## config.mk

```make
export PLATFORM = sky130hd
export DESIGN_NAME = road_input_conditioner
export DESIGN_NICKNAME = d
export VERILOG_FILES = /design/src/rtl/road_input_conditioner.sv
export SDC_FILE = /design/constraint.sdc
export NUM_CORES = 1
export LEC_CHECK = 0
export ABC_CLOCK_PERIOD_IN_PS = 2400
export BUFFER_PORTS_ARGS = -buffer_cell sky130_fd_sc_hd__buf_2
export CELL_PAD_IN_SITES_DETAIL_PLACEMENT = 0
export CELL_PAD_IN_SITES_GLOBAL_PLACEMENT = 1
export CORE_ASPECT_RATIO = 1.5
export CORE_MARGIN = 5
export CORE_UTILIZATION = 45
export CTS_CLUSTER_DIAMETER = 50
export CTS_CLUSTER_SIZE = 40
export DETAILED_ROUTE_END_ITERATION = 12
export HOLD_SLACK_MARGIN = 0.02
export MAX_ROUTING_LAYER = met4
export PLACE_DENSITY_LB_ADDON = 0.1
export REMOVE_ABC_BUFFERS = 1
export SYNTH_ARGS = -nofsm -noshare
export SYNTH_HDL_FRONTEND = slang
export SYNTH_SLANG_ARGS = --single-unit
```

## constraint.sdc

```tcl
create_clock -name clk -period 2.4 [get_ports clk]
set_input_delay 0.6 -clock clk [delete_from_list [all_inputs] [get_ports clk]]
set_output_delay 0.6 -clock clk [all_outputs]
set_load 0.005 [all_outputs]
```

## src/rtl/road_input_conditioner.sv

```systemverilog
// Conditions the raw vehicle sensor and fault button for the traffic light controller:
// two-flop synchronisers, per-channel debounce, a latched service request and a sticky fault.
module road_input_conditioner #(
  parameter int DEBOUNCE_CYCLES = 100000,
  parameter int CNT_W           = 17
) (
  input  logic clk,
  input  logic reset_n,
  input  logic sensorRaw,
  input  logic faultRaw,
  input  logic faultClear,
  input  logic secondaryGreen,
  output logic secondaryRoadSensor,
  output logic fault,
  output logic sensorDebounced
);

  typedef enum logic [1:0] {
    IDLE,
    REQUEST,
    SERVING
  } state_t;

  localparam logic [CNT_W-1:0] CNT_LAST = CNT_W'(DEBOUNCE_CYCLES - 1);

  logic             sensor_meta, sensor_sync;
  logic             fault_meta, fault_sync;
  logic [CNT_W-1:0] sensor_cnt, fault_cnt;
  logic             sensor_deb, fault_deb;
  logic             sensor_deb_d, fault_deb_d;
  logic             sensor_rise, fault_rise;
  logic             fault_q;
  state_t           state, state_next;

  always_ff @(posedge clk or negedge reset_n) begin
    if (!reset_n) begin
      sensor_meta <= 1'b0;
      sensor_sync <= 1'b0;
      fault_meta  <= 1'b0;
      fault_sync  <= 1'b0;
    end else begin
      sensor_meta <= sensorRaw;
      sensor_sync <= sensor_meta;
      fault_meta  <= faultRaw;
      fault_sync  <= fault_meta;
    end
  end

  // A level only changes after DEBOUNCE_CYCLES consecutive mismatching samples.
  always_ff @(posedge clk or negedge reset_n) begin
    if (!reset_n) begin
      sensor_cnt <= '0;
      sensor_deb <= 1'b0;
    end else if (sensor_sync == sensor_deb) begin
      sensor_cnt <= '0;
    end else if (sensor_cnt == CNT_LAST) begin
      sensor_cnt <= '0;
      sensor_deb <= sensor_sync;
    end else begin
      sensor_cnt <= sensor_cnt + CNT_W'(1);
    end
  end

  always_ff @(posedge clk or negedge reset_n) begin
    if (!reset_n) begin
      fault_cnt <= '0;
      fault_deb <= 1'b0;
    end else if (fault_sync == fault_deb) begin
      fault_cnt <= '0;
    end else if (fault_cnt == CNT_LAST) begin
      fault_cnt <= '0;
      fault_deb <= fault_sync;
    end else begin
      fault_cnt <= fault_cnt + CNT_W'(1);
    end
  end

  always_ff @(posedge clk or negedge reset_n) begin
    if (!reset_n) begin
      sensor_deb_d <= 1'b0;
      fault_deb_d  <= 1'b0;
    end else begin
      sensor_deb_d <= sensor_deb;
      fault_deb_d  <= fault_deb;
    end
  end

  assign sensor_rise = sensor_deb & ~sensor_deb_d;
  assign fault_rise  = fault_deb & ~fault_deb_d;

  // Setting wins over clearing; a clear is honoured only once the button is released.
  always_ff @(posedge clk or negedge reset_n) begin
    if (!reset_n) begin
      fault_q <= 1'b0;
    end else if (fault_rise) begin
      fault_q <= 1'b1;
    end else if (faultClear && !fault_deb) begin
      fault_q <= 1'b0;
    end
  end

  always_ff @(posedge clk or negedge reset_n) begin
    if (!reset_n) begin
      state <= IDLE;
    end else begin
      state <= state_next;
    end
  end

  always_comb begin
    state_next = state;
    if (fault_q) begin
      state_next = IDLE;
    end else begin
      case (state)
        IDLE:    if (sensor_rise)     state_next = REQUEST;
        REQUEST: if (secondaryGreen)  state_next = SERVING;
        SERVING: if (!secondaryGreen) state_next = sensor_deb ? REQUEST : IDLE;
        default: state_next = IDLE;
      endcase
    end
  end

  assign secondaryRoadSensor = (state == REQUEST) && !fault_q;
  assign fault               = fault_q;
  assign sensorDebounced     = sensor_deb;

endmodule

```

==> results.tsv, run 1 <==
metric	value	unit
port bufs	8	
initial antenna violation count	0	
instance count of the mapped netlist	198	
area grow syn2layout	8.60	%
most common cell in the synthesized netlist	dfrtp_1	
post-synth top area share	53.7	%
Worst R2R End	sensor_cnt[10]	
Synth Flop Type	dfrtp_1	
core box area	4540	sq um
register area share after synthesis	53.7	%
wire per inst	14.2	um
top cell type by total area after synthesis	dfrtp_1	
n_diodes	0	
Yosys cell types	31	
Worst Setup Start Kind	register	
Critical Path Sink	sensor_cnt[10]	
Crit. Startpoint	sensor_cnt[13]	
status	finished, final reports clean	
# rows	30	
Final Setup Violations	0	
vias in the first global route	1542	
via/cell ratio	5.26	
leakage power	0.958	nW
hold slack	267	ps
dpl hpwl	2.87	mm
routed wire length	3.91	mm
cells on worst reg2reg path	4	
Crit. End Element	register	
Final period util	88.1	%
Hold-fix buffers, CTS	0	
reg2reg setup slack	290	ps
Cell Pwr Density	568	nW/um^2
unrepaired setup endpoints after global routing	false	
FMAX	473	MHz
clk buf depth	2	
postcts setup bufs	0	
Setup CP Type	register to register	
Yosys reg bits	45	
Mapped Area	2100	sq um
Hold Path Class	primary input to asynchronous set/reset pin	
Resized cells post-CTS	0	
DR pass1 iterations	4	
Setup Total Neg Slack	0	ps
global-route wire length before repair	6.87	mm
clock buffer count from CTS	5	
number of synthesized flops with an enable pin	0	
hold violation count in the final report	0	
DIE HEIGHT	93.6	um
Placer Congestion	0.838	
CP max FO	16	
final slew viol count	0	
Slew @ Worst Pin	576	ps
nets	218	
clock sink count	45	
Critical Path RT	2570	ps
vias	1447	
Die Wd	65.7	um
layout cells sized above 1	9.95	%
clock latency on the worst-skew pair	300	ps
peak supply drop	405	uV
Commonest cells post-synth	dfrtp_1 (45), nor2_1 (35), xnor2_1 (17)	
crit path time final	2110	ps
Die Footprint	6150	sq um
Relative slew margins	61.6	%
Critical Path AT	2280	ps
Clk pin slew, worst setup/hold paths	90	ps
antenna-violating nets left	0	
Max Cap Viol	0	
Yosys warning count	0	
DR iter-0 viols	87	
worst r2r src	sensor_cnt[13]	
Area contributors post-synth	dfrtp_1 (54%), xnor2_1 (7.1%), nor2_1 (6.3%)	
CTS tree	yes	
Avg Cell Area, Syn	10.6	sq um
clock skew	7.90	ps
initial core utilization	46.1	%
DRC	0	
CTS H-Tree Depth	2	
largest net degree at the start of global routing	25	
FFs w/ async S/R, synth	100	%
clock root buffer	clkbuf_8	
total gr overflow	0	
Top-Level Pins	9	
gr usage total	15.2	%
placed cells by master, fill, tap and decap left out, types with 3 or more instances in the layout:
cell and instances:
clkbuf_8 5, nand3_1 12, xor2_1 15, and4_1 5, inv_1 7, nand4_1 14, buf_2 8, nor4_1 8
nor3_1 6, dfrtp_1 45, nand2_1 7, nor2_1 35, xnor2_1 17, a21oi_1 3
metrics by stage:
step | setup WS [ps] | utilization, % | area [sq um] | cells | total power, mW
6_report | 286 | 50.1 | 2280 | 275 | 1.29
3_5_place_dp | 297 | 48.3 | 2190 | 267 | 0.851
3_3_place_gp | 392 | 48.3 | 2190 | 267 | 0.847
2_1_floorplan | 568 | - | 2040 | 193 | 0.817
5_1_grt | 176 | 50.1 | 2280 | 275 | 1.36
4_1_cts | 262 | 50.1 | 2280 | 275 | 1.31
routing by layer:
layer  global-route usage [%]  routed length (um)  vias up
met1                     14.9                1560      693
met3                     3.85                  99       13
met4                     8.65                 146        0
met2                     26.4                2110       29
met5                        -                   0        -
li1                         -                   -      712
how the worst min path moves through the flow:
| stage | cells after the start | end | slack (ps) | start |
|---|---|---|---|---|
| floorplan | 0 | fault | 300 | reset_n |
| global placement | 0 | fault_sync | 330 | fault_meta |
| detailed placement | 0 | fault_sync | 330 | fault_meta |
| CTS | 1 | sensor_cnt[15] | 270 | reset_n |
| global route | 1 | sensor_cnt[15] | 290 | reset_n |
| finish | 1 | sensor_cnt[15] | 270 | reset_n |
cell families (layout without fill, tap and decap cells):
| logic type | Yosys count | after routing | synth area share (%) |
|---|---|---|---|
| AOI/OAI and AO/OA | 6 | 6 | 1.85 |
| xor gates and xnor gates | 32 | 32 | 13.4 |
| adders and majority gates | 2 | 2 | 1.19 |
| buffers and inverters | 12 | 25 | 3.70 |
| DFF | 45 | 45 | 53.7 |
| muxes | 3 | 3 | 1.55 |
| and+or+nand+nor | 98 | 98 | 24.6 |
registers in the layout, summed over array words and instances (netlist names):
| register | cells |
|---|---|
| sensor_meta | 1 |
| fault_cnt | 17 |
| sensor_cnt | 17 |
| state | 2 |
| fault | 1 |
| fault_meta | 1 |
| sensorDebounced | 1 |
| sensor_deb_d | 1 |
| fault_deb_d | 1 |
| sensor_sync | 1 |
| fault_deb | 1 |
| fault_sync | 1 |
layout make-up:
type                    instances  area, sq um
clock buffers                   7         76.3
clock inverters                 1         7.51
fillers                       422         2270
inverters                       7         26.3
multi-input cells             141          892
flip-flops and latches         45         1130
well taps                      64         80.1
repair buffers                 10         67.6
worst max-delay path, stage by stage (launching register included):
cell and delay [ps]:
dfrtp_1 420, or4b_1 560, nor4_2 350, or2_1 520, nor2_1 120
where the power goes:
group | internal [mW] | total (mW) | switching, mW
sequential | 0.769 | 0.781 | 0.0120
clock | 0.206 | 0.461 | 0.254
combinational | 0.0171 | 0.0518 | 0.0347
Note: power is estimated with default switching activity, not from simulation.
==> run 2: changes to the inputs <==
--- a/config.mk
+++ b/config.mk
@@ -12,6 +12,7 @@
 export CORE_ASPECT_RATIO = 1.5
 export CORE_MARGIN = 5
 export CORE_UTILIZATION = 45
+export CTS_BUF_LIST = sky130_fd_sc_hd__clkbuf_8
 export CTS_CLUSTER_DIAMETER = 50
 export CTS_CLUSTER_SIZE = 40
 export DETAILED_ROUTE_END_ITERATION = 12
==> run 2 against run 1 <==
Count of clock-buffer cells in the layout is 2 lower. First-iteration DRC count is 6.9% higher. Die area stayed put. Highest routed layer unchanged. Sequential power is essentially flat. Critical path type unchanged. Critical path depth unchanged. Non-clock buffer count unchanged. Power down 0.64%. Via count is the same. Clock skew fell by 0.53 ps.
==> results.tsv, run 2 (synthesis gave the netlist of run 1 again) <==
metric	value	unit
post-route insts no fill	275	
placed insts	267	
clock skew	7.37	ps
Clk pin slew, worst setup/hold paths	80	ps
Die Footprint	6150	sq um
Setup Total Neg Slack	0	ps
status	finished, final reports clean	
Slowest-stage cell, CP	or4b_1	
Top Layer Used	met4	
total power draw	1.28	mW
Resized cells post-CTS	0	
gr usage total	15.2	%
Relative slew margins	61.4	%
Hold-fix buffers, CTS	0	
dpl hpwl	2.87	mm
# rows	30	
crit path time final	2120	ps
Top-Level Pins	9	
FMAX	473	MHz
Max Cap Viol	0	
vias in the first global route	1542	
wire per inst	14.3	um
layout cells sized above 1	9.95	%
via/cell ratio	5.26	
Slew @ Worst Pin	578	ps
critical path's largest stage delay	560	ps
largest net degree at the start of global routing	25	
Cell Pwr Density	565	nW/um^2
total gr overflow	0	
initial core utilization	46.1	%
clk buf depth	2	
commonest non-fill, non-tap cell in the layout	dfrtp_1	
Placer Congestion	0.838	
DR pass1 iterations	4	
CTS tree	yes	
clock buffer count from CTS	5	
crit-path cells	or4b_1, nor4_2, or2_1, nor2_1	
port bufs	8	
global-route wire length before repair	6.87	mm
Die Wd	65.7	um
unrepaired setup endpoints after global routing	false	
# fillers	422	
CTS H-Tree Depth	2	
metal2 WL	2.12	mm
routed wire length	3.92	mm
antenna-violating nets left	0	
DRC	0	
clock sink count	45	
hold violation count in the final report	0	
DR iter-0 viols	93	
commonest cells after routing, fill and taps aside	dfrtp_1 (45), nor2_1 (35), xnor2_1 (17)	
n_diodes	0	
area grow syn2layout	8.60	%
Worst Setup Start Kind	register	
leakage power	0.966	nW
peak supply drop	405	uV
final slew viol count	0	
Final Setup Violations	0	
clock root buffer	clkbuf_8	
CP max FO	16	
Final period util	88.2	%
M1 WL	1.57	mm
Critical Path AT	2280	ps
clock latency on the worst-skew pair	300	ps
initial antenna violation count	0	
CP top delay family	simple AND/OR/NAND/NOR gates	
DIE HEIGHT	93.6	um
Hold Path Class	primary input to asynchronous set/reset pin	
biggest regs	fault_cnt: 17 flops, sensor_cnt: 17 flops, state: 2 flops	
vias	1447	
Setup CP Type	register to register	
Critical Path RT	2570	ps
nets	218	
core box area	4540	sq um
met3 wire len	98	um
postcts setup bufs	0	
CP Buf/Inv Count	0	
Crit. End Element	register	
[run 2: cell count changes in the layout (fill, tap and decap cells not counted), sizes merged]
cell | before | now
clkbuf | 7 | 5
inv | 7 | 9
[run 2: metal layers]
metal | vias to the layer above | global-route usage (%)
li1 | 711 | -
met1 | 698 | 14.9
met2 | 27 | 26.4
met3 | 11 | 3.85
met4 | 0 | 8.65
met5 | - | -
[run 2: power breakdown]
group | total [mW] | internal, mW | leakage (nW) | switching [mW]
Sequential | 0.781 | 0.769 | 0.615 | 0.0121
Combinational | 0.0519 | 0.0171 | 0.305 | 0.0348
Clock | 0.452 | 0.198 | 0.0467 | 0.254
Total | 1.28 | 0.984 | 0.966 | 0.301
[run 2: path summary, 6_finish.rpt]
| check | start | to | slack (ps) | cells after the start |
|---|---|---|---|---|
| min reg2reg | fault_meta | fault_sync | 350 | 0 |
| max in group asynchronous | reset_n | fault_cnt[14] | 1620 | 2 |
| min in group clk | fault_meta | fault_sync | 350 | 0 |
| max | sensor_cnt[13] | sensor_cnt[10] | 280 | 4 |
| max reg2reg | sensor_cnt[13] | sensor_cnt[10] | 280 | 4 |
| min | reset_n | sensor_cnt[15] | 270 | 1 |
[run 2: area by class of cell]
class | instances | area (sq um) | share of cell area [%]
flip-flops and latches | 45 | 1130 | 49.5
multi-input cells | 141 | 892 | 39.2
clock buffers | 5 | 68.8 | 3.02
repair buffers | 10 | 67.6 | 2.97
inverters | 7 | 26.3 | 1.15
clock inverters | 3 | 15.0 | 0.660
well taps | 64 | 80.1 | 3.52
[run 2: worst register-to-register path: cells and delay by family (launching register included)]
family        cells  cell delay (ps)
simple gates      4             1560
flops             1              420
[run 2: through the flow]
stage	cell area, sq um	hold WS (ps)	util (%)	setup slack, ps
2_1_floorplan	2040	304	-	568
3_3_place_gp	2190	334	48.3	392
3_5_place_dp	2190	335	48.3	297
4_1_cts	2280	272	50.1	262
5_1_grt	2280	294	50.1	176
6_report	2280	267	50.1	284
==> run 3: changes to the inputs <==
==> constraint.sdc (replaced) <==
create_clock -name clk -period 2.4 [get_ports clk]
set_input_delay 0.12 -clock clk [delete_from_list [all_inputs] [get_ports clk]]
set_output_delay 0.12 -clock clk [all_outputs]
set_load 0.005 [all_outputs]
==> run 3 against run 2 <==
Sequential power about the same. Clock power fell by 2%. Die area stayed put. Combinational power hardly changed. Largest power group unchanged.
==> results.tsv, run 3 (synthesis gave the netlist of run 1 again) <==
metric	value	unit
vias in the first global route	1540	
initial core utilization	46.1	%
routed wire length	3.88	mm
Cell Area, Placed	2170	sq um
Placer Congestion	0.853	
clock skew	6.03	ps
Crit. End Element	register	
Critical Path AT	2260	ps
CP top delay family	simple AND/OR/NAND/NOR gates	
clk buf depth	2	
gr usage total	15.4	%
port bufs	8	
Setup WS post-layout	301	ps
Top-Level Pins	9	
Setup CP Type	register to register	
wire per inst	14.0	um
crit-path cells	or4b_1, nor4_2, or2_1, nor2_1	
CP Buf/Inv Count	0	
Clk pin slew, worst setup/hold paths	80	ps
post-route insts no fill	277	
layout cells sized above 1	9.39	%
commonest non-fill, non-tap cell in the layout	dfrtp_1	
initial antenna violation count	0	
# rows	30	
CP max FO	16	
Die Footprint	6150	sq um
total power draw	1.27	mW
placed insts	266	
crit path time final	2100	ps
DR iter-0 viols	98	
largest net degree at the start of global routing	46	
commonest cells after routing, fill and taps aside	dfrtp_1 (45), nor2_1 (35), xnor2_1 (17)	
M1 WL	1.57	mm
Final Setup Violations	0	
Max Cap Viol	0	
Hold Path Class	primary input to register	
DRC	0	
Worst Setup Start Kind	register	
dpl ws	305	ps
Top Layer Used	met4	
metal2 WL	2.14	mm
final slew viol count	0	
Cell Pwr Density	557	nW/um^2
Final period util	87.5	%
critical path's largest stage delay	540	ps
core box area	4540	sq um
FMAX	476	MHz
total gr overflow	0	
biggest regs	fault_cnt: 17 flops, sensor_cnt: 17 flops, state: 2 flops	
clock buffer count from CTS	5	
clock sink count	45	
hold slack	95.8	ps
DIE HEIGHT	93.6	um
status	finished, final reports clean	
nets	220	
area grow syn2layout	9.07	%
Critical Path RT	2560	ps
dpl hpwl	2.77	mm
global-route wire length before repair	6.99	mm
met3 wire len	103	um
n_diodes	0	
Relative slew margins	35.0	%
via/cell ratio	5.31	
Die Wd	65.7	um
Slew @ Worst Pin	975	ps
Resized cells post-CTS	0	
Setup Total Neg Slack	0	ps
Core Util, Final	50.3	%
final instance area	2290	sq um
clock root buffer	clkbuf_8	
clock latency on the worst-skew pair	290	ps
leakage power	0.969	nW
hold violation count in the final report	0	
vias	1471	
CTS H-Tree Depth	2	
antenna-violating nets left	0	
Slowest-stage cell, CP	or4b_1	
CTS tree	yes	
unrepaired setup endpoints after global routing	false	
DR pass1 iterations	4	
peak supply drop	378	uV
[run 3: cell count changes in the layout (fill, tap and decap cells not counted)]
cell,change
dlygate4sd3_1,+3
buf_12,-1
[run 3: routing by layer]
| layer | vias to the layer above | GRT usage, % |
|---|---|---|
| li1 | 712 | - |
| met1 | 727 | 15.5 |
| met2 | 25 | 27.2 |
| met3 | 7 | 3.97 |
| met4 | 0 | 6.92 |
| met5 | - | - |
[run 3: worst register-to-register path, stage by stage, from the launching register on]
cell	delay (ps)
dfrtp_1	420
or4b_1	540
nor4_2	350
or2_1	530
nor2_1	130
[run 3: final cells by class]
| cell class | count | area (sq um) |
|---|---|---|
| fillers | 411 | 2260 |
| flip-flops and latches | 45 | 1130 |
| multi-input cells | 141 | 892 |
| well taps | 64 | 80.1 |
| repair buffers | 12 | 77.6 |
| clock buffers | 5 | 68.8 |
| inverters | 7 | 26.3 |
| clock inverters | 3 | 15.0 |
[run 3: where the power goes]
part | switching (mW) | internal (mW) | total, mW
combinational | 0.0347 | 0.0169 | 0.0516
clock | 0.244 | 0.198 | 0.441
sequential | 0.0113 | 0.769 | 0.780
[run 3: timing repair]
action                                 CTS  global route
hold buffers                             3             0
setup buffers                            0             0
endpoints found under the hold margin   25             0
[run 3: final timing paths]
path                                     start            end  slack (ps)  depth (start not counted)
worst max-delay path            sensor_cnt[13]  sensor_cnt[3]         300                          4
worst min-delay path            secondaryGreen       state[1]         100                          2
worst max register to register  sensor_cnt[13]  sensor_cnt[3]         300                          4
worst min register to register      fault_meta     fault_sync         350                          0
max in group asynchronous              reset_n  fault_cnt[16]        1270                          2
min in group asynchronous              reset_n       state[1]         520                          2
